<file path="config.mk">
export PLATFORM = sky130hd
export DESIGN_NAME = axis_fifo_flat
export DESIGN_NICKNAME = d
export VERILOG_FILES = /design/src/rtl/axis_fifo_if.sv /design/src/rtl/axis_fifo.sv /design/src/flat_wrapper.sv
export SDC_FILE = /design/constraint.sdc
export NUM_CORES = 1
export LEC_CHECK = 0
export ABC_AREA = 1
export CORE_MARGIN = 2
export CORE_UTILIZATION = 50
export DETAILED_ROUTE_END_ITERATION = 12
export MAX_ROUTING_LAYER = met4
export PLACE_DENSITY = 0.79
export SETUP_SLACK_MARGIN = 0.02
export SLEW_MARGIN = 5
export SYNTH_ARGS = -nofsm -noshare
export SYNTH_HDL_FRONTEND = slang
export SYNTH_SLANG_ARGS = --single-unit
</file>
<file path="constraint.sdc">
create_clock -name clk -period 6.9 [get_ports clk]
set_input_delay 1.725 -clock clk [delete_from_list [all_inputs] [get_ports clk]]
set_output_delay 1.725 -clock clk [all_outputs]
set_load 0.03 [all_outputs]
</file>
<file path="src/rtl/axis_fifo_if.sv">
// rtl/axis_fifo_if.sv - AXI-Stream beat interface with master/slave modports
interface axis_fifo_if #(
    parameter int DATA_WIDTH = 32,
    parameter int USER_WIDTH = 2
) ();
    logic [DATA_WIDTH-1:0]   data;
    logic [DATA_WIDTH/8-1:0] keep;
    logic                    last;
    logic [USER_WIDTH-1:0]   user;
    logic                    valid;
    logic                    ready;

    modport master (output data, output keep, output last, output user, output valid, input ready);
    modport slave  (input data, input keep, input last, input user, input valid, output ready);
endinterface

</file>
<file path="src/rtl/axis_fifo.sv">
// rtl/axis_fifo.sv - AXI-Stream FIFO, registered outputs, optional store-and-forward (AXIS_FIFO_PKT_MODE_EN)
module axis_fifo #(
    parameter int DATA_WIDTH = 32,
    parameter int USER_WIDTH = 2,
    parameter int DEPTH      = 16
) (
    input  logic                   clk,
    input  logic                   rst,
    axis_fifo_if.slave             s_axis,
    axis_fifo_if.master            m_axis,
    output logic [$clog2(DEPTH):0] count
);
    localparam int AW = $clog2(DEPTH);
    localparam int PW = AW + 1;
    localparam int KW = DATA_WIDTH / 8;
    localparam int BW = DATA_WIDTH + KW + 1 + USER_WIDTH;

    // Beat layout: {data, keep, last, user}; last sits just above user.
    logic [BW-1:0] mem_q [DEPTH];
    logic [BW-1:0] in_beat;

    logic [PW-1:0] wr_ptr_q, wr_ptr_d;
    logic [PW-1:0] rd_ptr_q, rd_ptr_d;
    logic [PW-1:0] count_q, count_d;
    logic          s_ready_q, s_ready_d;
    logic          m_valid_q, m_valid_d;
    logic [BW-1:0] m_beat_q, m_beat_d;
    logic          full_d, empty_d;
    logic          push, pop;

`ifdef AXIS_FIFO_PKT_MODE_EN
    logic [PW-1:0] pkt_cnt_q, pkt_cnt_d;
    logic          in_pkt_q, in_pkt_d;
    logic          m_last;
    assign m_last = m_beat_q[USER_WIDTH];
`endif

    assign in_beat = {s_axis.data, s_axis.keep, s_axis.last, s_axis.user};
    assign push    = s_axis.valid && s_ready_q;
    assign pop     = m_valid_q && m_axis.ready;

    assign {m_axis.data, m_axis.keep, m_axis.last, m_axis.user} = m_beat_q;
    assign m_axis.valid = m_valid_q;
    assign s_axis.ready = s_ready_q;
    assign count        = count_q;

    // Next-state: pointer advance, occupancy flags and the next head-of-queue beat.
    always_comb begin
        wr_ptr_d = wr_ptr_q + PW'(push);
        rd_ptr_d = rd_ptr_q + PW'(pop);
        count_d  = wr_ptr_d - rd_ptr_d;
        full_d   = (wr_ptr_d[AW] != rd_ptr_d[AW]) && (wr_ptr_d[AW-1:0] == rd_ptr_d[AW-1:0]);
        empty_d  = (wr_ptr_d == rd_ptr_d);
        s_ready_d = !full_d;
        // The beat written this cycle becomes the head only when the queue was
        // (or is about to be) empty; otherwise the head comes from storage.
        if (push && (wr_ptr_q[AW-1:0] == rd_ptr_d[AW-1:0])) begin
            m_beat_d = in_beat;
        end else begin
            m_beat_d = mem_q[rd_ptr_d[AW-1:0]];
        end
`ifdef AXIS_FIFO_PKT_MODE_EN
        pkt_cnt_d = pkt_cnt_q + PW'(push && s_axis.last) - PW'(pop && m_last);
        in_pkt_d  = pop ? !m_last : in_pkt_q;
        // A packet may start only once a whole packet is stored, or when the
        // FIFO is full of a single oversize packet that would otherwise deadlock.
        m_valid_d = !empty_d && (in_pkt_d || (pkt_cnt_d != '0) || full_d);
`else
        m_valid_d = !empty_d;
`endif
    end

    // Control and output registers.
    always_ff @(posedge clk) begin
        if (rst) begin
            wr_ptr_q  <= '0;
            rd_ptr_q  <= '0;
            count_q   <= '0;
            s_ready_q <= 1'b0;
            m_valid_q <= 1'b0;
            m_beat_q  <= '0;
`ifdef AXIS_FIFO_PKT_MODE_EN
            pkt_cnt_q <= '0;
            in_pkt_q  <= 1'b0;
`endif
        end else begin
            wr_ptr_q  <= wr_ptr_d;
            rd_ptr_q  <= rd_ptr_d;
            count_q   <= count_d;
            s_ready_q <= s_ready_d;
            m_valid_q <= m_valid_d;
            m_beat_q  <= m_beat_d;
`ifdef AXIS_FIFO_PKT_MODE_EN
            pkt_cnt_q <= pkt_cnt_d;
            in_pkt_q  <= in_pkt_d;
`endif
        end
    end

    // Beat storage; contents are meaningless until pointed at, so no reset.
    always_ff @(posedge clk) begin
        if (push) begin
            mem_q[wr_ptr_q[AW-1:0]] <= in_beat;
        end
    end
endmodule
</file>
<file path="src/flat_wrapper.sv">
// flat-port wrapper written by rule: the top's interface ports become plain ports
module axis_fifo_flat 
#(
    parameter int DATA_WIDTH = 32,
    parameter int USER_WIDTH = 2,
    parameter int DEPTH      = 16
)
  (clk, rst, count, s_axis_data, s_axis_keep, s_axis_last, s_axis_user, s_axis_valid, s_axis_ready, m_axis_data, m_axis_keep, m_axis_last, m_axis_user, m_axis_valid, m_axis_ready);
  axis_fifo_if #(.DATA_WIDTH(DATA_WIDTH), .USER_WIDTH(USER_WIDTH)) s_axis_i ();
  axis_fifo_if #(.DATA_WIDTH(DATA_WIDTH), .USER_WIDTH(USER_WIDTH)) m_axis_i ();
  input  logic clk;
  input  logic rst;
  output logic [$clog2(DEPTH):0] count;
  input wire logic [$bits(s_axis_i.data)-1:0] s_axis_data;
  input wire logic [$bits(s_axis_i.keep)-1:0] s_axis_keep;
  input wire logic [$bits(s_axis_i.last)-1:0] s_axis_last;
  input wire logic [$bits(s_axis_i.user)-1:0] s_axis_user;
  input wire logic [$bits(s_axis_i.valid)-1:0] s_axis_valid;
  output wire logic [$bits(s_axis_i.ready)-1:0] s_axis_ready;
  output wire logic [$bits(m_axis_i.data)-1:0] m_axis_data;
  output wire logic [$bits(m_axis_i.keep)-1:0] m_axis_keep;
  output wire logic [$bits(m_axis_i.last)-1:0] m_axis_last;
  output wire logic [$bits(m_axis_i.user)-1:0] m_axis_user;
  output wire logic [$bits(m_axis_i.valid)-1:0] m_axis_valid;
  input wire logic [$bits(m_axis_i.ready)-1:0] m_axis_ready;
  assign s_axis_i.data = s_axis_data;
  assign s_axis_i.keep = s_axis_keep;
  assign s_axis_i.last = s_axis_last;
  assign s_axis_i.user = s_axis_user;
  assign s_axis_i.valid = s_axis_valid;
  assign s_axis_ready = s_axis_i.ready;
  assign m_axis_data = m_axis_i.data;
  assign m_axis_keep = m_axis_i.keep;
  assign m_axis_last = m_axis_i.last;
  assign m_axis_user = m_axis_i.user;
  assign m_axis_valid = m_axis_i.valid;
  assign m_axis_i.ready = m_axis_ready;
  axis_fifo #(.DATA_WIDTH(DATA_WIDTH), .USER_WIDTH(USER_WIDTH), .DEPTH(DEPTH)) u_core (.clk(clk), .rst(rst), .s_axis(s_axis_i), .m_axis(m_axis_i), .count(count));
endmodule
</file>
# Word-level counts from Yosys, hierarchy flattened
# Memory sizes are Yosys's and may differ from the RTL's. A register that Yosys moved wholly into a read port is not among the register bits.
# Index checks and enable logic that the tools add are counted.
dict set report totals {
  register_bits 17
  ram_bits 624
  input_bits 43
  output_inout_bits 46
  n_memories 1
}
# memory words width rd rd_clocked_by_memory_dff write_ports line_no
set mem_list {}
lappend mem_list {u_core.mem_q 16 39 1 1 1 axis_fifo.sv:19} ;# logic [BW-1:0] mem_q [DEPTH];
dict set report op_classes {
  n_addsub 3
  n_eq_ne 3
  muxes 2
  n_reduce_logical 5
}
# op count
set ops {}
lappend ops {{5-bit by 1-bit adder with 5-bit output} 2}
lappend ops {{5-bit == test} 1}
lappend ops {{5-bit subtractor} 1}
lappend ops {{4-bit == test} 1}
lappend ops {{1-bit logical AND} 3}
lappend ops {{1-bit zero test} 2}
lappend ops {{1-bit 2-to-1 mux} 2}
lappend ops {{1-bit != test} 1}

# Longest topological paths before layout
# Gate-level depths: netlist of run 1.
dict set report logic_depth {
  word_depth 5
  depth_mapped 16
}

# Worst setup path after synthesis of run 1
# OpenSTA, ideal clock, no wires.
dict set report synth_timing {
  kind {input to register}
  from {input port s_axis_valid}
  to {memory u_core.mem_q[11][0] (netlist name), enable pin}
  setup_ps 435
  arrival_ps 3788
  required_ps 6465
  setup_slack_ps 2677
  stages 4
  path_buffers 0
  path_cell_list {nand2_1 -> nor2_2 -> nand2_1 -> nor2_1}
}
dict set report synth_between {
  elab_chain_len 3
}
# item line_no
set synth_rtl {}
lappend synth_rtl {{from (decl)} flat_wrapper.sv:18} ;# input wire logic [$bits(s_axis_i.valid)-1:0] s_axis_valid;
lappend synth_rtl {{1-bit logical AND} axis_fifo.sv:39} ;# assign push = s_axis.valid && s_ready_q;
lappend synth_rtl {{1-bit 2-to-1 mux} axis_fifo.sv:102} ;# if (push) begin
lappend synth_rtl {{1-bit 2-to-1 mux (implied by the code)} axis_fifo.sv:103} ;# mem_q[wr_ptr_q[AW-1:0]] <= in_beat;
lappend synth_rtl {{to (decl)} axis_fifo.sv:19}
# Every way passes these cells.

# Worst setup path in the final report of run 1
dict set report layout_timing {
  from {input port m_axis_ready}
  to {register u_core.count_q[4] (netlist: u_core.count[4])}
}
dict set report layout_between {
  elab_chain_len 3
}
# item line_no
set layout_rtl {}
lappend layout_rtl {{from (decl)} flat_wrapper.sv:25} ;# input wire logic [$bits(m_axis_i.ready)-1:0] m_axis_ready;
lappend layout_rtl {{1-bit logical AND} axis_fifo.sv:40} ;# assign pop = m_valid_q && m_axis.ready;
lappend layout_rtl {{5-bit by 1-bit adder with 5-bit output} axis_fifo.sv:50} ;# rd_ptr_d = rd_ptr_q + PW'(pop);
lappend layout_rtl {{named net u_core.rd_ptr_d[0]} axis_fifo.sv:23} ;# logic [PW-1:0] rd_ptr_q, rd_ptr_d;
lappend layout_rtl {{5-bit subtractor} axis_fifo.sv:51} ;# count_d = wr_ptr_d - rd_ptr_d;
lappend layout_rtl {{to (signal assigned)} axis_fifo.sv:89} ;# count_q <= count_d;
lappend layout_rtl {{to (decl)} axis_fifo.sv:24} ;# logic [PW-1:0] count_q, count_d;
# The timed path passes the listed nets, and every way through them passes these cells.
# A chain may end at the register's enable or synchronous reset.

==> results of run 1 <==
==> sequential cells by signal, summed over array words and instances, names as in the netlist <==
name and flops:
u_core.rd_ptr_q 5, u_core.wr_ptr_q 5, u_core.m_beat_q 39, u_core.count 5, u_core.s_axis.ready 1, u_core.m_axis.valid 1, u_core.mem_q 624
==> power breakdown <==
group          leakage [nW]  total, W  internal, W  switching, W
clock                  1.08   0.00365      0.00212       0.00154
sequential             6.09   0.00462      0.00458     0.0000373
combinational          2.75   0.00135     0.000406      0.000939
total                  9.91   0.00961      0.00710       0.00251
==> cell usage after synthesis, drive strengths merged <==
master,n
o221ai,39
ha,5
clkinv,1
nand2,86
clkbuf,54
a21oi,6
nor2,538
nand4,5
buf,87
o21ai,352
xnor2,1
inv,27
edfxtp,624
nand3,90
fa,1
dfxtp,56
o211ai,118
xor2,3
o21bai,1
==> worst min-delay path by stage <==
stage | startpoint | to | slack [ps] | cells after the start
finish | u_core.wr_ptr_q[4] | u_core.wr_ptr_q[4] | 550 | 2
global route | u_core.wr_ptr_q[4] | u_core.wr_ptr_q[4] | 580 | 2
CTS | u_core.wr_ptr_q[4] | u_core.wr_ptr_q[4] | 540 | 2
detailed placement | u_core.wr_ptr_q[4] | u_core.wr_ptr_q[4] | 530 | 2
global placement | u_core.wr_ptr_q[4] | u_core.wr_ptr_q[4] | 510 | 2
floorplan | u_core.wr_ptr_q[4] | u_core.wr_ptr_q[4] | 480 | 2
==> per-layer routing <==
| layer | vias up | global-route usage, % | wire [microns] |
|---|---|---|---|
| li1 | 7773 | - | - |
| met1 | 8555 | 29.8 | 24800 |
| met2 | 1046 | 39.6 | 32700 |
| met3 | 212 | 4.23 | 6490 |
| met4 | 0 | 12.8 | 2600 |
| met5 | - | - | 0 |
==> layout make-up <==
cell class	instances	area share, %
clock buffer	80	5.86
sequential	680	65.5
clock inverter	44	1.38
timing repair buffer	122	3.83
antenna	5	0.0413
multi-input combinational	1245	20.2
inverter	28	0.380
tap	688	2.84
==> critical path, stage by stage <==
cell and delay [ps]:
clkdlybuf4s50_1 390, nand2_1 60, inv_1 60, ha_4 310
buf_12 590, buf_4 790, ha_1 340, fa_1 220
inv_1 50, nand2_1 80, nand3_1 70, nand2_1 60
nor2_1 40
==> cell families after synthesis <==
| logic type | Yosys count | synth area share, % |
|---|---|---|
| XOR/XNOR | 4 | 0.131 |
| AO/OA/AOI/OAI | 516 | 11.4 |
| buffers and inverters | 169 | 3.16 |
| AND/OR/NAND/NOR | 719 | 10.6 |
| flip-flops | 680 | 74.4 |
| adder cells (fa/ha/maj) | 6 | 0.309 |
==> through the flow <==
step | hold slack [ps] | total power (W) | instance area, sq um
floorplan | 481 | 0.00562 | 26700
CTS | 541 | 0.00963 | 30300
global placement | 505 | 0.00598 | 28100
finish | 551 | 0.00961 | 30300
detailed placement | 531 | 0.00602 | 28100
global route | 575 | 0.00992 | 30300
==> run metrics, run 1 <==
fillers approximately 3900; Core Util, Final between 50% and 60%; final period utilization between 60% and 70%; CP endpoint kind register; Setup-failing EPs final 0; synth warn 0; area of the multi-input gates between 0.006 and 0.007 sq mm; most common cell after layout, fill and taps aside edfxtp_1; # clock sinks 680; synthesized cell area 0.0267 sq mm; worst slew pin tran ~1200 ps; Critical Path AT 5040 ps; pin count of the biggest net entering global routing between 200 and 250; leakage power 9.91 nW; Final #Nets between 2000 and 2500; routability cong. between 0.8 and 0.9; Clock Latency Late Sink a little over 600 ps; Fmax about 220 MHz; register area 0.0199 sq mm; Min-Delay Path Class register to register; worst vdd ir approximately 0.21 mV; synthesized flop and latch total 680; worst reg-to-reg path cell count 12; hold_buf cts 0; post-route ant nets 0; placed cell count roughly 2800; post-cts resize count 0; worst slew margin relative to its limit a little under a fifth; Post-route DRC 0; fin crit period about 4500 ps; non-filler instance count after layout 2892; Final Hold Vio Count 0; Power Density approximately 320 mW/mm^2; die area 0.0552 sq mm; CORE AREA 0.0527 sq mm; Area Growth Syn to Fin 13.6%; die width 235 microns; worst reg2reg path startpoint u_core.m_axis.valid; final setup TNS 0 ps; Setup crit end u_core.count[4]; # rows 84; fin. max-slew vios 0; fin worst setup slack approximately 2400 ps; H-Tree Depth 3; Worst-path clk slew approximately 60 ps; Vias/cell about 6.1; CTS Buf Count 67; initial drt markers approximately 2400; r2r endpoint u_core.count[4]; Crit. Startpoint m_axis_ready; number of global-route vias before repair 17500; GR Util All Layers about 25%; post-CTS setup buffers 0; layout cell share with drive strength beyond 1 7.37%; initial antenna violation count 5; Syn Inst Count between 2000 and 2500; worst reg-to-reg setup slack approximately 3600 ps; drt pass-1 iters 5; DP Wirelength approximately 32000 microns; I/O Buffers slightly below 90; Clock Skew approximately 27 ps; pre-CTS WS 1790 ps; CTS tree done; crit start category input port; Initial Util around half; Setup CP Type input port to register; CTS max path bufs 3; Routed WL ~67000 microns; Worst Path Required 7390 ps; DR WL/cell roughly 23 microns; unique cell type count in the Yosys netlist 28; sequential area share after synthesis 74.4%; top post-synthesis cells by area edfxtp_1 (70%), nor2_1 (7.6%), dfxtp_1 (4.2%); RSZ-0062 raised after global routing no; crit-path max FO 233; die boundary height 235 microns; DR vias approximately 18000; max_cap viols 0; io pins 89; first-pass GRT wire length ~100000 microns; area leader, netlist edfxtp_1; share of the synthesized area in the top cell type between 70% and 80%; outcome finished, final reports clean; root buf cell clkbuf_16; syn nets between 2000 and 2500; global route total overflow 0; commonest non-fill, non-tap cells in the layout edfxtp_1 (624), nor2_1 (523), o21ai_0 (220), o21ai_1 (132), o211ai_1 (118); Mapped Avg Cell Area 12.7 sq um
Note: power is estimated with default switching activity, not from simulation.
==> inputs of run 2 (changes only) <==
clock period = 4.65 ns   (was 6.9 ns; I/O delays follow)
==> run metrics, run 2 (synthesized netlist as in run 1, its figures left out) <==
most common cell after layout, fill and taps aside edfxtp_1; H-Tree Depth 3 (unchanged); outcome finished, final reports clean; worst reg2reg path startpoint u_core.m_axis.valid; CP endpoint kind register; crit-path cells clkdlybuf4s50_1, nand2_1, inv_1, ha_4, ha_4, inv_4, buf_12, o21ai_0, o211ai_1, nand3_1, nand2_1, nor2_1, nor2_1; initial antenna violation count 4 (-1); CORE AREA 0.0527 sq mm (unchanged); crit-path max FO 67 (-71%); Setup-failing EPs final 0 (unchanged); worst slew pin tran 986 ps (-240 ps); Vias/cell 6.03 (-0.80%); # rows 84 (unchanged); crit-path max cell delay 450 ps (-340 ps); Routed WL 65300 microns (-1.9%); drt pass-1 iters 6 (+1); worst reg-to-reg path cell count 12 (unchanged); worst reg-to-reg setup slack 2110 ps (-1460 ps); CTS max path bufs 3 (unchanged); # clock sinks 680 (unchanged); worst slew margin relative to its limit 34.3% (+16 points); io pins 89 (unchanged); DR vias 17500 (-0.52%); pre-CTS WS 845 ps (-949 ps); Critical Path AT 3750 ps (-1290 ps); Setup crit end u_core.m_beat_q[8]; Fmax ~310 MHz; Worst Path Required 5170 ps (-2220 ps); I/O Buffers 88 (unchanged); pin count of the biggest net entering global routing 209 (-11%); Setup CP Type input port to register; Initial Util 50.7% (unchanged); max reg flops 624 (unchanged); CTS Buf Count 69 (+3.0%); register area 0.0199 sq mm (unchanged); Power Density 463 mW/mm^2 (+46%); fin worst setup slack 1420 ps (-926 ps); commonest non-fill, non-tap cells in the layout edfxtp_1 (624), nor2_1 (523), o21ai_0 (220), o21ai_1 (132), o211ai_1 (118); routability cong. 0.826 (-0.96%); DR WL/cell 22.5 microns (-2.2%); Worst-path clk slew 60 ps (about the same); die area 0.0552 sq mm (unchanged); root buf cell clkbuf_16; fillers 3869 (-0.052%); Clock Latency Late Sink 600 ps (about the same); DP Wirelength 32600 microns (+0.48%); CTS tree done; final period utilization between 60% and 70%; die width 235 microns (unchanged); global route total overflow 0 (unchanged); Post-route DRC 0 (unchanged); Critical-path top delay cell clkdlybuf4s50_1; post-CTS setup buffers 0 (unchanged); worst vdd ir 0.344 mV (+63%); Clock Skew 25.5 ps (-1.67 ps); r2r endpoint u_core.m_beat_q[8]; non-filler instance count after layout 2900 (+0.28%); Min-Delay Path Class register to register; max_cap viols 0 (unchanged); post-cts resize count 0 (unchanged); GR Util All Layers 24.1% (-0.45 points); number of global-route vias before repair 17600 (+0.89%); fin crit period 3230 ps; fin. max-slew vios 0 (unchanged); crit start category input port; area of the multi-input gates 0.00612 sq mm (unchanged); die boundary height 235 microns (unchanged); WHS 535 ps (-15.5 ps); hold_buf cts 0 (unchanged); final setup TNS 0 ps (unchanged); Crit. Startpoint m_axis_ready; initial drt markers 2107 (-12%); worst hold path depth 2 (unchanged); post-route ant nets 0 (unchanged); Final Hold Vio Count 0 (unchanged); RSZ-0062 raised after global routing no; placed cell count 2769 (+0.22%); leakage power 9.97 nW (+0.54%); layout cell share with drive strength beyond 1 7.57% (+0.20 points); Final #Nets 2201 (+0.36%); first-pass GRT wire length 99700 microns (-0.98%); Area Growth Syn to Fin 14.2%
## run 2: per-stage QoR
stage                     power, W  cell area, sq um  util [%]
after floorplan            0.00834             26700         -
after global routing        0.0146             30500      57.9
after detailed placement   0.00897             28300      53.8
final                       0.0141             30500      57.9
after CTS                   0.0142             30500      57.9
after global placement     0.00890             28300      53.8
## run 2: report_power, final
part / switching, W / leakage (nW) / total [W] / internal (W)
clock network: 0.00224 / 1.05 / 0.00524 / 0.00300
registers: 0.0000692 / 6.09 / 0.00687 / 0.00680
logic: 0.00138 / 2.83 / 0.00200 / 0.000619
total: 0.00369 / 9.97 / 0.0141 / 0.0104
## run 2: how the worst min path moves through the flow
stage	startpoint	to	slack, ps
floorplan	u_core.wr_ptr_q[4]	u_core.wr_ptr_q[4]	480
global placement	u_core.wr_ptr_q[4]	u_core.wr_ptr_q[4]	510
detailed placement	u_core.wr_ptr_q[4]	u_core.wr_ptr_q[4]	520
CTS	u_core.wr_ptr_q[4]	u_core.wr_ptr_q[4]	530
global route	u_core.wr_ptr_q[4]	u_core.wr_ptr_q[4]	560
finish	u_core.wr_ptr_q[4]	u_core.wr_ptr_q[4]	540
## run 2: final cells by class
cell class	count	area share [%]
Inverter	28	0.378
Timing Repair Buffer	128	4.53
Clock buffer	97	6.28
Multi-Input combinational cell	1245	20.1
Clock inverter	29	0.698
Sequential cell	680	65.2
Antenna cell	5	0.0411
Tap cell	688	2.82
## run 2: metal layers
metal  wire length (microns)  part of all wire, %  track usage (%)  vias up
li1                        -                    -                -     7779
met1                   24600                   38             29.1     8597
met2                   32600                   50             39.4      918
met3                    5810                  8.9             4.45      200
met4                    2340                  3.6             11.2        0
met5                       0                    0                -        -
## run 2: worst max-delay path, delay by kind of cell
kind / cells / cell delay [ps]
compound gates: 2 / 420
simple gates: 5 / 430
buf+inv: 4 / 1270
fa+ha+maj: 2 / 400
